$ cat config.mk
export PLATFORM = sky130hd
export DESIGN_NAME = vga_plot_scheduler
export DESIGN_NICKNAME = d
export VERILOG_FILES = /design/src/rtl/flow_vga_pkg.sv /design/src/rtl/vga_sweep_counter.sv /design/src/rtl/vga_plot_scheduler.sv
export SDC_FILE = /design/constraint.sdc
export NUM_CORES = 1
export LEC_CHECK = 0
export BUFFER_PORTS_ARGS = -buffer_cell sky130_fd_sc_hd__buf_2
export CAP_MARGIN = 20
export CORE_UTILIZATION = 52
export DETAILED_ROUTE_END_ITERATION = 7
export MAX_ROUTING_LAYER = met4
export PLACE_DENSITY_LB_ADDON = 0.08
export SLEW_MARGIN = 15
export SYNTH_ARGS = -nofsm -noshare
export SYNTH_HDL_FRONTEND = slang
export SYNTH_HIERARCHICAL = 1
export SYNTH_SLANG_ARGS = --single-unit
$ cat constraint.sdc
create_clock -name clock -period 2.15 [get_ports clock]
set_clock_uncertainty 0.05 [all_clocks]
set_input_delay 0.1075 -clock clock [delete_from_list [all_inputs] [get_ports clock]]
set_output_delay 0.1075 -clock clock [all_outputs]
set_load 0.02 [all_outputs]
$ cat src/rtl/flow_vga_pkg.sv
`default_nettype none
// ============================================================================
// Module      : flow_vga_pkg
// Description : Shared types and constants for the VGA plot scheduler:
//               FSM state enum, default screen geometry, coordinate widths
//               and default color width.
// Revision    : 1.0 - initial release
// ============================================================================
package flow_vga_pkg;

    localparam int SCREEN_W_DEFAULT = 160;
    localparam int SCREEN_H_DEFAULT = 120;
    localparam int X_W              = 8;
    localparam int Y_W              = 7;
    localparam int COLOR_W_DEFAULT  = 15;

    typedef enum logic [0:0] {
        IDLE  = 1'b0,
        CLEAR = 1'b1
    } state_t;

endpackage
`default_nettype wire

$ cat src/rtl/vga_sweep_counter.sv
`default_nettype none
// ============================================================================
// Module      : vga_sweep_counter
// Description : Raster (sx, sy) counter for the screen-clear sweep. start
//               zeroes both counters (priority over enable); enable advances
//               sx, wrapping at SCREEN_W-1 and stepping sy. last flags the
//               final pixel (SCREEN_W-1, SCREEN_H-1).
// Ports       : clock, resetn (async active-low), start, enable,
//               sx[X_W], sy[Y_W], last
// Revision    : 1.0 - initial release
// ============================================================================
module vga_sweep_counter
    import flow_vga_pkg::*;
#(
    parameter int SCREEN_W = SCREEN_W_DEFAULT,
    parameter int SCREEN_H = SCREEN_H_DEFAULT
) (
    input  logic           clock,
    input  logic           resetn,
    input  logic           start,
    input  logic           enable,
    output logic [X_W-1:0] sx,
    output logic [Y_W-1:0] sy,
    output logic           last
);

    localparam logic [X_W-1:0] X_LAST = X_W'(SCREEN_W - 1);
    localparam logic [Y_W-1:0] Y_LAST = Y_W'(SCREEN_H - 1);

    logic x_at_end;
    logic y_at_end;

    // Exact compares against the last coordinate; no reliance on the
    // natural counter overflow.
    assign x_at_end = (sx == X_LAST);
    assign y_at_end = (sy == Y_LAST);
    assign last     = x_at_end && y_at_end;

    always_ff @(posedge clock or negedge resetn) begin
        if (!resetn) begin
            sx <= '0;
            sy <= '0;
        end else if (start) begin
            sx <= '0;
            sy <= '0;
        end else if (enable) begin
            if (x_at_end) begin
                sx <= '0;
                sy <= y_at_end ? '0 : sy + Y_W'(1);
            end else begin
                sx <= sx + X_W'(1);
            end
        end
    end

endmodule
`default_nettype wire

$ cat src/rtl/vga_plot_scheduler.sv
`default_nettype none
// ============================================================================
// Module      : vga_plot_scheduler
// Description : Arbitrates the single VGA plot port between CPU plot
//               requests (valid/ready) and a full-screen clear engine that
//               sweeps one pixel per cycle. All vga_* outputs are registered.
// Ports       : clock, resetn (async active-low)
//               cpu_valid, cpu_ready, cpu_x, cpu_y, cpu_color
//               clear_start, clear_color, busy, clear_done
//               vga_x, vga_y, vga_color, vga_plot
//               oob_flag (only with FLOW_VGA_BOUNDS_CHECK_EN)
// Options     : FLOW_VGA_BOUNDS_CHECK_EN - drop CPU plots outside the screen
//               (still handshaken) and pulse oob_flag instead of plotting.
// Revision    : 1.0 - initial release
// ============================================================================
module vga_plot_scheduler
    import flow_vga_pkg::*;
#(
    parameter int SCREEN_W = SCREEN_W_DEFAULT,
    parameter int SCREEN_H = SCREEN_H_DEFAULT,
    parameter int COLOR_W  = COLOR_W_DEFAULT
) (
    input  logic               clock,
    input  logic               resetn,
    input  logic               cpu_valid,
    output logic               cpu_ready,
    input  logic [X_W-1:0]     cpu_x,
    input  logic [Y_W-1:0]     cpu_y,
    input  logic [COLOR_W-1:0] cpu_color,
    input  logic               clear_start,
    input  logic [COLOR_W-1:0] clear_color,
    output logic               busy,
    output logic               clear_done,
    output logic [X_W-1:0]     vga_x,
    output logic [Y_W-1:0]     vga_y,
    output logic [COLOR_W-1:0] vga_color,
    output logic               vga_plot
`ifdef FLOW_VGA_BOUNDS_CHECK_EN
    ,
    output logic               oob_flag
`endif
);

    state_t             state;
    logic [COLOR_W-1:0] fill_color;
    // Set once the final sweep pixel has been registered; the following
    // cycle is the drain cycle that returns to IDLE and pulses clear_done.
    logic               final_issued;
    logic [X_W-1:0]     sx;
    logic [Y_W-1:0]     sy;
    logic               sweep_last;
    logic               sweep_enable;
    logic               cpu_accept;
    logic               cpu_oob;

    assign cpu_ready    = (state == IDLE) && !clear_start;
    assign cpu_accept   = cpu_valid && cpu_ready;
    assign sweep_enable = (state == CLEAR) && !final_issued;

`ifdef FLOW_VGA_BOUNDS_CHECK_EN
    assign cpu_oob = ({1'b0, cpu_x} >= (X_W + 1)'(SCREEN_W)) ||
                     ({1'b0, cpu_y} >= (Y_W + 1)'(SCREEN_H));
`else
    assign cpu_oob = 1'b0;
`endif

    vga_sweep_counter #(
        .SCREEN_W (SCREEN_W),
        .SCREEN_H (SCREEN_H)
    ) u_sweep (
        .clock  (clock),
        .resetn (resetn),
        .start  (clear_start),
        .enable (sweep_enable),
        .sx     (sx),
        .sy     (sy),
        .last   (sweep_last)
    );

    always_ff @(posedge clock or negedge resetn) begin
        if (!resetn) begin
            state        <= IDLE;
            busy         <= 1'b0;
            clear_done   <= 1'b0;
            vga_plot     <= 1'b0;
            vga_x        <= '0;
            vga_y        <= '0;
            vga_color    <= '0;
            fill_color   <= '0;
            final_issued <= 1'b0;
`ifdef FLOW_VGA_BOUNDS_CHECK_EN
            oob_flag     <= 1'b0;
`endif
        end else begin
            vga_plot   <= 1'b0;
            clear_done <= 1'b0;
`ifdef FLOW_VGA_BOUNDS_CHECK_EN
            oob_flag   <= 1'b0;
`endif
            // clear_start wins in either state: a restart mid-sweep simply
            // re-latches the color and the counter returns to (0,0).
            if (clear_start) begin
                state        <= CLEAR;
                busy         <= 1'b1;
                fill_color   <= clear_color;
                final_issued <= 1'b0;
            end else begin
                case (state)
                    IDLE: begin
                        if (cpu_accept) begin
                            if (!cpu_oob) begin
                                vga_plot  <= 1'b1;
                                vga_x     <= cpu_x;
                                vga_y     <= cpu_y;
                                vga_color <= cpu_color;
                            end
`ifdef FLOW_VGA_BOUNDS_CHECK_EN
                            else begin
                                oob_flag <= 1'b1;
                            end
`endif
                        end
                    end
                    CLEAR: begin
                        if (final_issued) begin
                            state        <= IDLE;
                            busy         <= 1'b0;
                            clear_done   <= 1'b1;
                            final_issued <= 1'b0;
                        end else begin
                            vga_plot     <= 1'b1;
                            vga_x        <= sx;
                            vga_y        <= sy;
                            vga_color    <= fill_color;
                            final_issued <= sweep_last;
                        end
                    end
                    default: state <= IDLE;
                endcase
            end
        end
    end

endmodule
`default_nettype wire

## Word-level counts from Yosys, hierarchy flattened

Index checks and enable logic that the tools add are counted.

- Register bits: 65
- Input bits: 49

- Add/subtract/negate cells: 2
- Equality and inequality tests: 4
- Mux-type cells: 31
- Bitwise operators: 2
- Reductions and logical operators: 13

Operators with widths:

| kind | count |
|---|---|
| 7-bit two-way mux | 6 |
| 8-bit two-way mux | 5 |
| 15-bit two-way mux | 2 |
| 15-bit one-hot mux with 2 select lines | 1 |
| 8-bit one-hot mux with 2 select lines | 1 |
| 1-bit two-way mux | 14 |
| 7-bit one-hot mux with 2 select lines | 1 |
| 8-bit by 1-bit adder with 8-bit output (second input constant) | 1 |
| 8-bit == test (second input constant) | 1 |
| 2-bit nonzero test | 4 |
| 7-bit by 1-bit adder with 7-bit output (second input constant) | 1 |
| 7-bit == test (second input constant) | 1 |
| 1-bit logical AND | 4 |
| 2-bit != test (second input constant) | 2 |
| 2-bit AND reduction | 2 |
| 3-bit AND reduction | 1 |
| 1-bit logical NOT | 2 |
| 1-bit inverter | 2 |
| 1-bit one-hot mux with 2 select lines | 1 |

## Depth between registers and ports, before layout

- Depth in word-level cells: 6
- Gate-level depth with buffers: 8
- Mapped depth without buffers: 6

## By module

The synthesis kept the hierarchy.

Modules (own cells, without submodules):

| module | times used | cells each | area each (um2) | seq. area each (um2) |
|---|---|---|---|---|
| vga_plot_scheduler | 1 | 146 | 2,260.9 | 1,251.2 |
| vga_sweep_counter | 1 | 88 | 857.1 | 375.4 |

## Least setup slack after synthesis

OpenSTA, ideal clock, no wires.

- Path type: register -> register
- From: register state
- To: register u_sweep.sy[6]
- Data arrival time: 1.645 ns
- Data required time: 2.022 ns
- Setup slack: 0.377 ns
- Cell stages (with the launch flop): 9
- Buffers on the path: 2
- Clock period less this slack: 1.773 ns
- Cell sequence: dfrtp_1 > buf_6 > nand2b_1 > inv_1 > buf_6 > and4_4 > nand2_2 > or4b_1 > a21oi_1

- Cells in the longest elaborated chain, start to end: 3

RTL lines:

| what | line | RTL |
|---|---|---|
| start: declaration | vga_plot_scheduler.sv:44 | `state_t state;` |
| start signal: assignment | vga_plot_scheduler.sv:82 | `state <= IDLE;` |
| start signal: assignment | vga_plot_scheduler.sv:103 | `state <= CLEAR;` |
| start signal: assignment | vga_plot_scheduler.sv:126 | `state <= IDLE;` |
| 1-bit logical AND | vga_plot_scheduler.sv:58 | `assign sweep_enable = (state == CLEAR) && !final_issued;` |
| named net sweep_enable | vga_plot_scheduler.sv:52 | `logic sweep_enable;` |
| 2-bit nonzero test (no source line) | -- |  |
| 2-bit AND reduction (no source line) | -- |  |
| end signal: assignment | vga_sweep_counter.sv:49 | `sy <= y_at_end ? '0 : sy + Y_W'(1);` |
| end: declaration | vga_sweep_counter.sv:23 | `output logic [Y_W-1:0] sy,` |

The timed path passes the listed nets, and every way through them passes these cells.
A chain may end at the register's enable or synchronous reset.

## Worst setup path in the final report

- From: register u_sweep.sx[0]
- To: register u_sweep.sy[6]

- Cells in the longest elaborated chain, start to end: 3

RTL lines:

| what | line | RTL |
|---|---|---|
| start: declaration | vga_sweep_counter.sv:22 | `output logic [X_W-1:0] sx,` |
| start signal: assignment | vga_sweep_counter.sv:51 | `sx <= sx + X_W'(1);` |
| 8-bit == test | vga_sweep_counter.sv:35 | `assign x_at_end = (sx == X_LAST);` |
| 2-bit nonzero test (no source line) | -- |  |
| 2-bit AND reduction (no source line) | -- |  |

Every way passes these cells.

==> Flow_metrics.wiki <==
{| class="wikitable"
! Metric !! Value
|-
| Antenna violations before repair || 0
|-
| Final count of hold timing violations || 0
|-
| Startpoint-to-endpoint class of the critical path || reg2reg
|-
| CP startpoint || u_sweep/sx[0]
|-
| Worst setup slack for register-to-register paths || 0.35 ns
|-
| PD cells || ~700 nW/um2
|-
| Placement-stage cell area || 3570 um2
|-
| Met1 Track Usage GR || 28.8%
|-
| List of cells traversed by the critical path || ha_1 -> and4_4 -> nand2_2 -> or4b_1 -> a21oi_1
|-
| Width of the die || 79.4 um
|-
| Synthesized area per cell || between 10 and 15 um2
|-
| Endpoint of the worst register-to-register path || u_sweep/sy[6]
|-
| Final setup violation count || 0
|-
| Cell at the root of the clock tree || clkbuf_8
|-
| Result of the run || completed
|-
| Wire length of the first global-routing pass || 11000 um
|-
| Kind of launch point of the worst setup path || flip-flop
|-
| Core Area || 5640 um2
|-
| Max-Cap Viols || 0
|-
| Leakage power || 1.91 nW
|-
| Critical path capture point type || flip-flop
|-
| # port buffers || 82
|-
| Startpoint of the worst-slack reg-to-reg timing path || u_sweep/sx[0]
|-
| Maximum number of pins on one net before global-route repair || 66
|-
| Final worst path period need || 1.80 ns
|-
| Std cell rows || 27
|-
| Fraction of layout instances using a drive strength above 1 || 53.5%
|-
| Met2 Track Usage GR || just under 40%
|-
| Layout Area Growth over Synthesis || 25.8%
|-
| Height of the chip || between 70 and 80 um
|-
| Die ar. || 6310 um2
|-
| Hold Crit Endpoint || vga_y[2]
|-
| Starting density of the core || between 50% and 60%
|-
| Unique masters post-synth || 38
|-
| Hold Path Class || in2reg
|-
| Dominant delay contributor by cell family on the critical path || simple AND/OR/NAND/NOR gates
|-
| GR met3 Demand/Resource || 4.80%
|-
| CP max FO || 7
|-
| Max transition margin || around 45%
|-
| Final GP Congestion || 0.831
|-
| Routed WL || 6570 um
|-
| Period Utilization, post-route || between 80% and 90%
|-
| Smallest hold slack || 0.0725 ns
|-
| Area of the mapped netlist || 3120 um2
|-
| Commonest cells after routing, fill and taps aside || 82 x buf_2, 75 x mux2_2, 65 x dfrtp_1, 16 x dlygate4sd3_1, 14 x nor2_1
|-
| Crit-path max cell delay || about 0.46 ns
|-
| CP max stage cell || or4b_1
|-
| Worst vdd ir || between 500 and 600 uV
|-
| Synth Flop Type || dfrtp_1
|-
| Setup TNS || 0 ns
|-
| Worst hold path depth || 3
|-
| Sink Count || 65
|-
| Async SR Flop Fraction || 100%
|-
| CP required || 2.35 ns
|-
| Count of instances resized after the clock tree is built || 0
|-
| Setup bufs post-CTS || 0
|-
| Count of hold-fix buffers inserted at cts || 16
|-
| Violation count after the first detailed-routing iteration || 111
|-
| Half-perimeter wire length after detailed placement || 4390 um
|-
| EDFF count, synth || 0
|-
| Worst-Skew Late Latency || approximately 0.34 ns
|-
| Sequential-to-total area share from yosys stat || 52.2%
|-
| Clk buf depth || 2
|-
| Signal arrival time at the worst endpoint || roughly 2 ns
|-
| Syn_nets || 285
|-
| Count of TritonRoute iterations in the first routing pass || 4
|-
| Post-layout instance area || 3920 um2
|-
| Most frequent standard cell in the layout excluding fill and tap cells || buf_2
|-
| Transition at the pin with the smallest max-transition slack || 0.823 ns
|-
| Number of clock buffers inserted by TritonCTS || 9
|-
| Clock-pin slew on the worst setup and hold paths || roughly 0.070 ns
|-
| Residual DRC || 0
|-
| HP Start || cpu_y[2]
|-
| Placed Cells incl. Taps || 383
|-
| Post-route ant nets || 0
|-
| CTS tree || done
|-
| # IOs || 83
|-
| Number of max-slew violations in the final report || 0
|-
| Crit path buffers/inverters || 0
|-
| Total via count after detailed routing || 2193
|-
| Overall track demand over capacity in global routing || ~24%
|-
| Register bit total from synthesis || between 60 and 70
|-
| WL/cell || around 16 um
|-
| Maximum clock rate || roughly 0.56 GHz
|-
| Setup repair after global routing missed its margin || false
|-
| Diodes inserted || 0
|-
| R2r worst-path depth || 5
|-
| Busiest layer in global routing || met2
|-
| Total of warnings raised by yosys || 6
|-
| Net count reported at finish || roughly 400
|-
| Count of mapped cells out of synthesis || about 230
|-
| Per-cell via count in the routed design || 5.30
|-
| H-tree depth || 3
|-
| GR Overflow Total || 0
|-
| Post-route non-filler standard cell count || 414
|-
| Vias in the first global route || 2337
|}
==> routing by layer <==
layer,wire length [um],vias to the layer above
met5,0,-
met4,135,0
met3,227,16
met2,3350,60
met1,2860,1069
li1,-,1048
==> registers in the layout, summed over array words and instances, names as in the netlist <==
signal and count:
fill_color 15, vga_color 15, u_sweep/sx 8, vga_x 8, u_sweep/sy 7, vga_y 7
busy 1, clear_done 1, final_issued 1, state 1, vga_plot 1
==> synthesized netlist by cell type, types with 2 or more instances <==
master	instances	area (um2)
buf_6	7	78.8
ha_1	2	25.0
mux2_2	75	845
nand3_1	3	15.0
and4_1	2	17.5
o21ai_0	3	15.0
dfrtp_1	65	1630
nor2b_1	4	25.0
nor2_1	14	52.6
and3_1	2	12.5
a22oi_1	2	15.0
o31ai_1	3	22.5
xnor2_1	2	17.5
and2_1	2	12.5
inv_1	2	7.51
nand4_1	5	31.3
nand2_1	4	15.0
a21oi_1	7	35.0
nand2b_1	3	18.8
buf_2	3	15.0
xor2_1	3	26.3
mux2i_1	4	40.0
a31oi_1	2	12.5
==> cells by family after synthesis <==
logic type / count (synthesis) / synth area share [%]
mux: 79 / 28.4
flops: 65 / 52.2
simple gates: 49 / 9.39
compound gates: 20 / 4.25
buf+inv: 14 / 3.61
xor+xnor: 5 / 1.40
fa+ha+maj: 2 / 0.802
==> worst max-delay path by stage <==
stage | to | slack [ns] | cells after the start
2_1_floorplan | u_sweep/sy[6] | 0.38 | 8
3_3_place_gp | u_sweep/sy[6] | 0.42 | 5
3_5_place_dp | u_sweep/sy[6] | 0.35 | 5
4_1_cts | u_sweep/sy[6] | 0.37 | 5
5_1_grt | u_sweep/sy[6] | 0.25 | 5
6_report | u_sweep/sy[6] | 0.35 | 5
==> final cells by class <==
| class | count | area, um2 |
|---|---|---|
| Clock inverter | 3 | 40.0 |
| Inverter | 2 | 7.51 |
| Clock buffer | 12 | 155 |
| Tap cell | 72 | 90.1 |
| Sequential cell | 65 | 1630 |
| Fill cell | 434 | 1720 |
| Multi-Input combinational cell | 155 | 1380 |
| Timing Repair Buffer | 105 | 623 |
==> metrics by stage <==
| stage | util [%] | power [mW] | setup WS (ns) |
|---|---|---|---|
| after floorplan | - | 1.58 | 0.377 |
| after global placement | 63.2 | 1.72 | 0.422 |
| after detailed placement | 63.2 | 1.73 | 0.346 |
| after CTS | 69.5 | 2.79 | 0.370 |
| after global routing | 69.5 | 2.88 | 0.246 |
| final | 69.5 | 2.75 | 0.351 |
==> where the power goes <==
| part | total [mW] | internal, mW | switching (mW) |
|---|---|---|---|
| Combinational | 0.376 | 0.189 | 0.187 |
| Clock | 1.03 | 0.589 | 0.436 |
| Sequential | 1.35 | 1.31 | 0.0450 |
==> worst min-delay path, delay by kind of cell <==
family                 cells  cell delay (ns)
muxes                      2             0.25
buffers and inverters      1             0.07
No activity file was read; power rests on OpenSTA's default activity.
